[src/rtl/cache_rd_ctrl_pkg.sv]
`default_nettype none
// ============================================================================
// Module      : cache_rd_ctrl_pkg
// Description : Shared types and constants for the 2-way cache read controller.
// Revision    : 1.0 - initial release
// ============================================================================
package cache_rd_ctrl_pkg;

    localparam int ADDR_W   = 32;
    localparam int OFFSET_W = 4;
    localparam int WORD_W   = 32;
    localparam int LINE_W   = 128;
    localparam int BEATS    = LINE_W / WORD_W;

    typedef enum logic [2:0] {
        ST_IDLE   = 3'd0,
        ST_LOOKUP = 3'd1,
        ST_MISS   = 3'd2,
        ST_REFILL = 3'd3,
        ST_DONE   = 3'd4
    } state_t;

    localparam logic [1:0] SEL_BUF = 2'b00;
    localparam logic [1:0] SEL_W1  = 2'b01;
    localparam logic [1:0] SEL_W2  = 2'b10;

    // Way number (0 = way1, 1 = way2) to one-hot select/write-enable.
    function automatic logic [1:0] way_onehot(input logic way);
        return way ? SEL_W2 : SEL_W1;
    endfunction

endpackage
`default_nettype wire

[src/rtl/cache_lru_valid.sv]
`default_nettype none
// ============================================================================
// Module      : cache_lru_valid
// Description : Per-set valid bits for both ways plus a 1-bit LRU pointer.
// Revision    : 1.0 - initial release
// ============================================================================
module cache_lru_valid
    import cache_rd_ctrl_pkg::*;
#(
    parameter int INDEX_W = 8
) (
    input  logic               clk,
    input  logic               rst,
    input  logic [INDEX_W-1:0] i_rd_idx,
    output logic               o_valid1,
    output logic               o_valid2,
    output logic               o_lru,
    input  logic               i_upd_en,
    input  logic [INDEX_W-1:0] i_upd_idx,
    input  logic               i_upd_fill,
    input  logic               i_upd_way,
    input  logic               i_upd_lru
);

    localparam int NSETS = 1 << INDEX_W;

    logic [NSETS-1:0] r_valid1;
    logic [NSETS-1:0] r_valid2;
    logic [NSETS-1:0] r_lru;

    assign o_valid1 = r_valid1[i_rd_idx];
    assign o_valid2 = r_valid2[i_rd_idx];
    assign o_lru    = r_lru[i_rd_idx];

    // LRU bit names the next victim: 0 = way1, 1 = way2.
    always_ff @(posedge clk) begin
        if (rst) begin
            r_valid1 <= '0;
            r_valid2 <= '0;
            r_lru    <= '0;
        end else if (i_upd_en) begin
            r_lru[i_upd_idx] <= i_upd_lru;
            if (i_upd_fill) begin
                if (i_upd_way) r_valid2[i_upd_idx] <= 1'b1;
                else           r_valid1[i_upd_idx] <= 1'b1;
            end
        end
    end

endmodule
`default_nettype wire

[src/rtl/cache_rd_ctrl.sv]
`default_nettype none
// ============================================================================
// Module      : cache_rd_ctrl
// Description : 2-way set-associative cache read controller with line refill.
// Revision    : 1.0 - initial release
// ============================================================================
module cache_rd_ctrl
    import cache_rd_ctrl_pkg::*;
#(
    parameter int INDEX_W = 8,
    parameter int TAG_W   = 20
) (
    input  logic               clk,
    input  logic               rst,
    input  logic               req_valid,
    input  logic [ADDR_W-1:0]  req_addr,
    output logic               req_ready,
    output logic               resp_valid,
    output logic [INDEX_W-1:0] ram_index,
    input  logic [TAG_W-1:0]   tag1,
    input  logic [TAG_W-1:0]   tag2,
    output logic [1:0]         hit,
    output logic [OFFSET_W-1:0] offset,
    output logic [LINE_W-1:0]  m_data,
    output logic [1:0]         way_we,
    output logic [TAG_W-1:0]   tag_wdata,
    output logic               mem_req,
    output logic [ADDR_W-1:0]  mem_addr,
    input  logic               mem_ready,
    input  logic               mem_rvalid,
    input  logic [WORD_W-1:0]  mem_rdata,
    input  logic               mem_rlast
);

    localparam int CNT_W = $clog2(BEATS);

    state_t              r_state;
    logic [ADDR_W-1:0]   r_addr;
    logic                r_victim;
    logic [CNT_W-1:0]    r_cnt;
    logic [LINE_W-1:0]   r_mdata;
    logic                r_mem_req;
    logic [ADDR_W-1:0]   r_mem_addr;
    logic [1:0]          r_way_we;
    logic [TAG_W-1:0]    r_tag_wdata;

    logic [TAG_W-1:0]    w_tag;
    logic [INDEX_W-1:0]  w_idx;
    logic                w_valid1;
    logic                w_valid2;
    logic                w_lru;
    logic                w_lookup;
    logic                w_done;
    logic                w_h1;
    logic                w_h2;
    logic                w_hit;
    logic                w_accept;
    logic                w_victim;
    logic                w_upd_en;
    logic                w_upd_lru;

    assign w_tag    = r_addr[ADDR_W-1:INDEX_W+OFFSET_W];
    assign w_idx    = r_addr[INDEX_W+OFFSET_W-1:OFFSET_W];
    assign w_lookup = (r_state == ST_LOOKUP);
    assign w_done   = (r_state == ST_DONE);

    // Tag RAM data is valid in LOOKUP, one cycle after the index was driven.
    assign w_h1     = w_valid1 && (tag1 == w_tag);
    assign w_h2     = w_valid2 && (tag2 == w_tag);
    assign w_hit    = w_h1 || w_h2;
    assign w_victim = !w_valid1 ? 1'b0 : (!w_valid2 ? 1'b1 : w_lru);

    assign req_ready  = !rst && ((r_state == ST_IDLE) || (w_lookup && w_hit));
    assign w_accept   = req_valid && req_ready;
    assign ram_index  = w_accept ? req_addr[INDEX_W+OFFSET_W-1:OFFSET_W] : w_idx;

    assign resp_valid = (w_lookup && w_hit) || w_done;
    assign hit        = (w_lookup && w_h1) ? SEL_W1 :
                        (w_lookup && w_h2) ? SEL_W2 : SEL_BUF;
    assign offset     = resp_valid ? r_addr[OFFSET_W-1:0] : '0;
    assign m_data     = r_mdata;
    assign way_we     = r_way_we;
    assign tag_wdata  = r_tag_wdata;
    assign mem_req    = r_mem_req;
    assign mem_addr   = r_mem_addr;

    // A hit points LRU at the other way; a refill marks the victim valid and does the same.
    assign w_upd_en  = (w_lookup && w_hit) || w_done;
    assign w_upd_lru = w_lookup ? w_h1 : !r_victim;

    cache_lru_valid #(
        .INDEX_W (INDEX_W)
    ) u_lru_valid (
        .clk        (clk),
        .rst        (rst),
        .i_rd_idx   (w_idx),
        .o_valid1   (w_valid1),
        .o_valid2   (w_valid2),
        .o_lru      (w_lru),
        .i_upd_en   (w_upd_en),
        .i_upd_idx  (w_idx),
        .i_upd_fill (w_done),
        .i_upd_way  (r_victim),
        .i_upd_lru  (w_upd_lru)
    );

    always_ff @(posedge clk) begin
        if (rst) begin
            r_state     <= ST_IDLE;
            r_addr      <= '0;
            r_victim    <= 1'b0;
            r_cnt       <= '0;
            r_mdata     <= '0;
            r_mem_req   <= 1'b0;
            r_mem_addr  <= '0;
            r_way_we    <= '0;
            r_tag_wdata <= '0;
        end else begin
            case (r_state)
                ST_IDLE: begin
                    if (w_accept) begin
                        r_addr  <= req_addr;
                        r_state <= ST_LOOKUP;
                    end
                end
                ST_LOOKUP: begin
                    if (w_hit) begin
                        if (w_accept) r_addr  <= req_addr;
                        else          r_state <= ST_IDLE;
                    end else begin
                        r_victim   <= w_victim;
                        r_mem_req  <= 1'b1;
                        r_mem_addr <= {r_addr[ADDR_W-1:OFFSET_W], {OFFSET_W{1'b0}}};
                        r_state    <= ST_MISS;
                    end
                end
                ST_MISS: begin
                    if (mem_ready) begin
                        r_mem_req  <= 1'b0;
                        r_mem_addr <= '0;
                        r_cnt      <= '0;
                        r_state    <= ST_REFILL;
                    end
                end
                ST_REFILL: begin
                    if (mem_rvalid) begin
                        r_mdata[r_cnt*WORD_W +: WORD_W] <= mem_rdata;
                        r_cnt <= r_cnt + 1'b1;
                        if (mem_rlast) begin
                            r_way_we    <= way_onehot(r_victim);
                            r_tag_wdata <= w_tag;
                            r_state     <= ST_DONE;
                        end
                    end
                end
                ST_DONE: begin
                    r_way_we    <= '0;
                    r_tag_wdata <= '0;
                    r_state     <= ST_IDLE;
                end
                default: r_state <= ST_IDLE;
            endcase
        end
    end

endmodule
`default_nettype wire

[config.mk]
export PLATFORM = sky130hd
export DESIGN_NAME = cache_rd_ctrl
export DESIGN_NICKNAME = d
export VERILOG_FILES = /design/src/rtl/cache_rd_ctrl_pkg.sv /design/src/rtl/cache_lru_valid.sv /design/src/rtl/cache_rd_ctrl.sv
export SDC_FILE = /design/constraint.sdc
export NUM_CORES = 2
export LEC_CHECK = 0
export ABC_AREA = 1
export BUFFER_PORTS_ARGS = -buffer_cell sky130_fd_sc_hd__buf_4
export CORE_ASPECT_RATIO = 0.8
export CORE_UTILIZATION = 40
export CTS_CLUSTER_SIZE = 8
export DETAILED_ROUTE_END_ITERATION = 6
export GPL_TIMING_DRIVEN = 1
export PLACE_DENSITY = 0.66
export SLEW_MARGIN = 20
export SYNTH_ARGS = -nofsm -noshare
export SYNTH_HDL_FRONTEND = slang
export SYNTH_SLANG_ARGS = --single-unit
[constraint.sdc]
create_clock -name clk -period 3.4 [get_ports clk]
set_clock_uncertainty 0.05 [all_clocks]
set_input_delay 0.68 -clock clk [delete_from_list [all_inputs] [get_ports clk]]
set_output_delay 0.68 -clock clk [all_outputs]
set_load 0.01 [all_outputs]
Yosys cells after proc, flatten, opt, wreduce, memory -nomap -nowiden

Index checks and enable logic that the tools add are counted.
Widths: inputs -> output; s select.

Register bits after elaboration: 989
Bits of input ports: 110
Word-level logic and storage cells: 105

$add $sub $neg: 2
$lt $le $gt $ge: 2
Equality and inequality tests: 13
Shifts and indexed selects: 2
Multiplexer cells: 43
Bitwise logic cells: 4
Reduce and logical (&&, ||, !) cells: 27

Operators by type and width:

| cell                      | number |
|---|---|
| $or 256x256->256          | 2 |
| $bwmux 256                | 1 |
| $bwmux 128                | 1 |
| $mux 32                   | 4 |
| $pmux 32 s2               | 2 |
| $shift 32x34->128 const A | 1 |
| $shiftx 32x34->128        | 1 |
| $eq 20x20->1              | 2 |
| $mux 20                   | 2 |
| $pmux 20 s2               | 1 |
| $neg 7->34                | 1 |
| $bmux 1 s8                | 3 |
| $mux 3                    | 6 |
| $reduce_and 3->1          | 5 |
| $mux 2                    | 7 |
| $pmux 3 s4                | 1 |
| $ne 2x2->1 const B        | 5 |
| $lt 8x9->1 const B        | 1 |
| $mux 1                    | 9 |
| $demux 1 s8               | 1 |
| $ge 8x1->1 const B        | 1 |
| $logic_and 1x1->1         | 8 |
| $mux 8                    | 1 |
| $pmux 2 s2                | 2 |
| other kinds (15)          | 25 |

Longest topological paths before layout

Depth in word-level cells: 11
Gate-level depth with buffers: 24
Depth with buffers taken out: 20

Hierarchy

From an unflattened synthesis, not the netlist that was laid out.

Cell total of the unflattened synthesis: 6,952
Area total of the unflattened synthesis: 45,701.3 um^2

By module, submodules not included:

| module          | times used | cells each | area each (um^2) | sequential area each (um^2) |
|---|---|---|---|---|
| cache_lru_valid | 1          | 5,589      | 36,403.7         | 15,374.7 |
| cache_rd_ctrl   | 1          | 1,363      | 9,297.7          | 4,344.2 |

Worst setup path before layout

Ideal clock, no wire load.

Path kind: reg-to-output
Start point: reg r_addr[4]
End point: out offset[0]
Arrival time: 2.311 ns
Setup slack: 0.359 ns
Cell stages (with the launch flop): 23
Path buffers: 5
Path through: dfxtp_1 -> buf_4 -> buf_4 -> buf_2 -> o21ai_0 -> nand2_1 -> nand2_1 -> nand2_1 -> nand2_1 -> o21ai_0 -> nand2_1 -> nor2_1 -> nor2_1 -> nor2_1 -> nand2_1 -> nand3_1 -> nand2_1 -> inv_2 -> nand2_2 -> buf_2 -> buf_2 -> nand2_1 -> inv_1

Word-level cells in the longest chain between the ends: 7

RTL lines:

| item                                        | line                                         | text |
|---|---|---|
| start: declaration                          | cache_rd_ctrl.sv:38                          | `logic [ADDR_W-1:0] r_addr;` |
| start signal: assignment                    | cache_rd_ctrl.sv:122                         | `r_addr <= req_addr;` |
| start signal: assignment                    | cache_rd_ctrl.sv:128                         | `if (w_accept) r_addr <= req_addr;` |
| $bmux 1 s8, on equally long branches        | cache_lru_valid.sv:31, cache_lru_valid.sv:32 |  |
| $mux 1, on equally long branches            | cache_lru_valid.sv:31, cache_lru_valid.sv:32 |  |
| $logic_and 1x1->1, on equally long branches | cache_rd_ctrl.sv:68, cache_rd_ctrl.sv:69     |  |
| $logic_or 1x1->1 (*)                        | cache_rd_ctrl.sv:70                          | `assign w_hit = w_h1 \|\| w_h2;` |
| $logic_and 1x1->1 (*)                       | cache_rd_ctrl.sv:77                          | `assign resp_valid = (w_lookup && w_hit) \|\| w_done;` |
| $logic_or 1x1->1 (*)                        | cache_rd_ctrl.sv:77                          |  |
| via resp_valid                              | cache_rd_ctrl.sv:18                          | `output logic resp_valid,` |
| $mux 4 (*)                                  | cache_rd_ctrl.sv:80                          | `assign offset = resp_valid ? r_addr[OFFSET_W-1:0] : '0;` |
| end: declaration                            | cache_rd_ctrl.sv:23                          | `output logic [OFFSET_W-1:0] offset,` |

Mark *: on every way through the listed nets, which the timed path passes. The rest lies on a longest branch. The select of a mux whose other input is x is not followed.

Worst setup path after layout

Start point: reg r_addr[4]
End point: reg r_addr[7]

Word-level cells in the longest chain between the ends: 11

RTL lines:

| item                                        | line                                         | text |
|---|---|---|
| $bmux 1 s8, on equally long branches        | cache_lru_valid.sv:31, cache_lru_valid.sv:32 |  |
| $mux 1, on equally long branches            | cache_lru_valid.sv:31, cache_lru_valid.sv:32 |  |
| $logic_and 1x1->1, on equally long branches | cache_rd_ctrl.sv:68, cache_rd_ctrl.sv:69     |  |
| $logic_or 1x1->1 (*)                        | cache_rd_ctrl.sv:70                          |  |
| $logic_and 1x1->1                           | cache_rd_ctrl.sv:73                          | `assign req_ready = !rst && ((r_state == ST_IDLE) \|\| (w_lookup && w_hit));` |
| $logic_or 1x1->1                            | cache_rd_ctrl.sv:73                          |  |
| $logic_and 1x1->1                           | cache_rd_ctrl.sv:73                          |  |
| $logic_and 1x1->1                           | cache_rd_ctrl.sv:74                          | `assign w_accept = req_valid && req_ready;` |
| $mux 32 (2 in a row)                        | n/a                                          |  |
| $pmux 32 s2                                 | n/a                                          |  |

Every way passes the cells marked *; elsewhere a longest branch is shown, timed or not. The select of a mux whose other input is x is not followed.
A chain may end at the register's enable or synchronous reset.

==> impl_metrics.csv <==
group,metric,value,unit
status,outcome,"finished, violations left",
status,violations,"design-rule violations, negative setup slack",
timing,hold_viol,0,
synthesis,synth_top_area_share,45.1,%
placement,hpwl,98400,um
setup_path,worstPathRequired,3.99,ns
synthesis,synthDistinctLibCells,39,
floorplanning,io_pins,309,
timing,whs,0.107,ns
layout,drive_gt1_share,15.1,%
grt,grt_util_all_layers,28.3,%
synthesis,synth-seq-cells,985,
grt,grt_pass1_vias,41030,
floorplanning,initial_core_util,40.4,%
layout,regArea,19700,sq um
routing,drt-initial-drc-count,5988,
layout,nets,6855,
floorplanning,fp.coreArea,108000,sq um
clock_tree,cts_inserted_buffers,141,
pwr,p_total,30900,uW
floorplanning,die_y,298,um
grt,antenna_found_initial,2,
clock_tree,htree_num_levels,4,
clock_tree,insertion_delay,0.75,ns
routing,wire_per_inst,20.1,um
synthesis,postSynthAreaPerCell,6.87,sq um
routing,dr.pass1.iters,7,
routing,viasPerCell,5.58,
synthesis,ys_async_sr_fraction,0,%
setup_path,worst_setup_path_start_kind,"register",
setup_path,worst-setup-path-type,"register to register",
grt,grt_max_degree,192,
synthesis,synth.cells.most_frequent,"nand2_1, nor2_1, dfxtp_1, a21oi_1, nand3_1",
layout,multi_input_area,21100,sq um
setup_path,critPathMostFrequentCell,"buf_4",
timing,worst_slack,-1.09,ns
job,drv_cap,0,
clock_tree,cts_tree,"done",
layout,utilization,50.8,%
grt,busiest_layer,"met2",
grt,use_met1,40.4,%
clock_tree,clkTransAtPathRegs,0.05,ns
synthesis,netlist_instances,6365,
clock_tree,cts_sinks,985,
synthesis,synth_edf_count,0,
timing,timing.final.crit_share,132,%
placement,pre_cts_ws,-0.509,ns
pwr,power_leakage,0.0224,uW
timing,fmax,223,MHz
pwr,power.density,562,nW/um^2
setup_path,cp_slowest_cell,"dfxtp_4",
routing,vias,45648,
synthesis,synth_top_cell_by_area,"dfxtp_1",
layout,n_antenna_cell,0,
timing,rsz0062_at_grt,"yes",
routing,ant_nets,0,
placement,placement.io_buffers,304,
layout,fillers,10375,
floorplanning,core.rowCount,108,
timing,layout_min_cycle_time,4.49,ns
synthesis,synthTopCellsByArea,"dfxtp_1, nand2_1, a21oi_1, nor2_1, nand3_1",
synthesis,yosys_warnings,0,
timing,setup_viol,301,
synthesis,yosysSeqAreaShare,45.1,%
timing,worst_slew_pin_slew,1.04,ns
routing,routed_wl,165000,um
synthesis,synthesis.area,43700,sq um
grt,grt_overflow,0,
grt,grt_pass1_wl,246000,um
setup_path,critPathBufInv,18,
timing,maxSlewViolCount,0,
clock_tree,cts_root_buffer,"clkbuf_16",
pwr,ir_drop,0.000388,V
grt,grt.met3_usage,4.89,%
floorplanning,fp.dieW,372,um
setup_path,end_kind,"register",
synthesis,yosysMostFrequentCell,"nand2_1",
setup_path,crit_family,"buffers and inverters",
grt,grt_use_met2,42.0,%
synthesis,ys_dominant_reg_cell,"dfxtp_1",
setup_path,crit_fanout,12,
clock_tree,hold_buffers,0,
setup_path,crit_arrival,5.08,ns
timing,maxSlewHeadroom,30.7,%
clock_tree,cts_buffer_depth,3,
layout,syn2layout_area_growth,25.8,%
placement,gp_congestion,0.938,
setup_path,cpPeakStageDelay,0.38,ns
worst_hold_path,holdCritPathClass,"input pin to register",
routing,post-route-drc-count,2,
floorplanning,dieArea,111000,sq um
## metal layers
layer / vias up / wire, um
li1: 21391 / -
met1: 21464 / 71000
met2: 2414 / 71100
met3: 377 / 16800
met4: 2 / 5910
met5: - / 13
## cells in the final DEF, fill, tap and decap left out, types with 19 or more instances in the layout
cell type	Yosys	layout
dfxtp_1	985	983
a22oi_1	128	128
nand3_1	368	366
buf_16	0	20
nor2_2	0	21
o21ai_1	29	53
buf_4	15	569
nand2_1	1608	1584
o211a_1	64	64
buf_6	27	25
buf_12	0	69
clkbuf_16	0	165
a21oi_1	908	861
a21oi_2	0	47
inv_1	315	310
a41oi_1	29	29
o21ai_0	250	206
nand2_2	3	22
xnor2_1	19	19
nor3_1	36	35
nor2_1	1050	1017
## where the power goes
part	internal, uW	total, uW	switching (uW)	leakage [uW]
clock network	7560	12600	5060	0.00185
logic	2060	6400	4330	0.0126
registers	11700	11900	165	0.00794
total	21400	30900	9560	0.0224
## state kept, by name (all words and copies together) (netlist names)
register / flops
u_lru_valid.r_lru: 256
r_state: 3
r_victim: 1
r_cnt: 2
u_lru_valid.r_valid1: 256
u_lru_valid.r_valid2: 256
way_we: 2
tag_wdata: 20
mem_req: 1
mem_addr: 28
m_data: 128
r_addr: 32
## per-stage QoR
stage / instances / setup TNS (ns) / area [sq um]
6_report: 8185 / -110.31 / 55000
5_1_grt: 8185 / -158.25 / 55000
4_1_cts: 8156 / -75.10 / 54100
3_5_place_dp: 7904 / -76.32 / 48700
3_3_place_gp: 7904 / -72.01 / 48700
2_1_floorplan: 6368 / 0 / 43800
## tightest hold or removal path: stages
cell	delay [ns]
buf_4	0.08
nor2_1	0.03
nor2_1	0.08
## final cells by class
class	count	share of cell area (%)
flip-flops and latches	985	35.9
multi-input cells	4567	38.4
repair buffers	717	13.4
inverters	328	2.33
clock buffers	150	6.71
clock inverters	8	0.141
well taps	1430	3.25
## logic make-up after synthesis
| family | synth area share, % |
|---|---|
| AOI/OAI and AO/OA | 18.2 |
| buffers and inverters | 7.97 |
| DFF | 45.1 |
| xor gates and xnor gates | 0.701 |
| adders and majority gates | 0.143 |
| other | 0.00857 |
| and+or+nand+nor | 27.9 |
## repair_timing
item                                    4_1_cts  5_1_grt
cloned                                       22       19
pin swaps                                    32       24
endpoints found under the setup margin      320      331
gates resized for setup                     127      138
buffers inserted                             72       12
## final timing paths
kind,from,to,slack [ns],depth (start not counted)
min reg2reg,u_lru_valid.r_valid2[184],u_lru_valid.r_valid2[184],0.40,2
max,r_addr[4],r_addr[7],-1.09,34
min,req_addr[1],r_addr[1],0.11,3
max reg2reg,r_addr[4],r_addr[7],-1.09,34
Note: power is estimated with default switching activity, not from simulation.
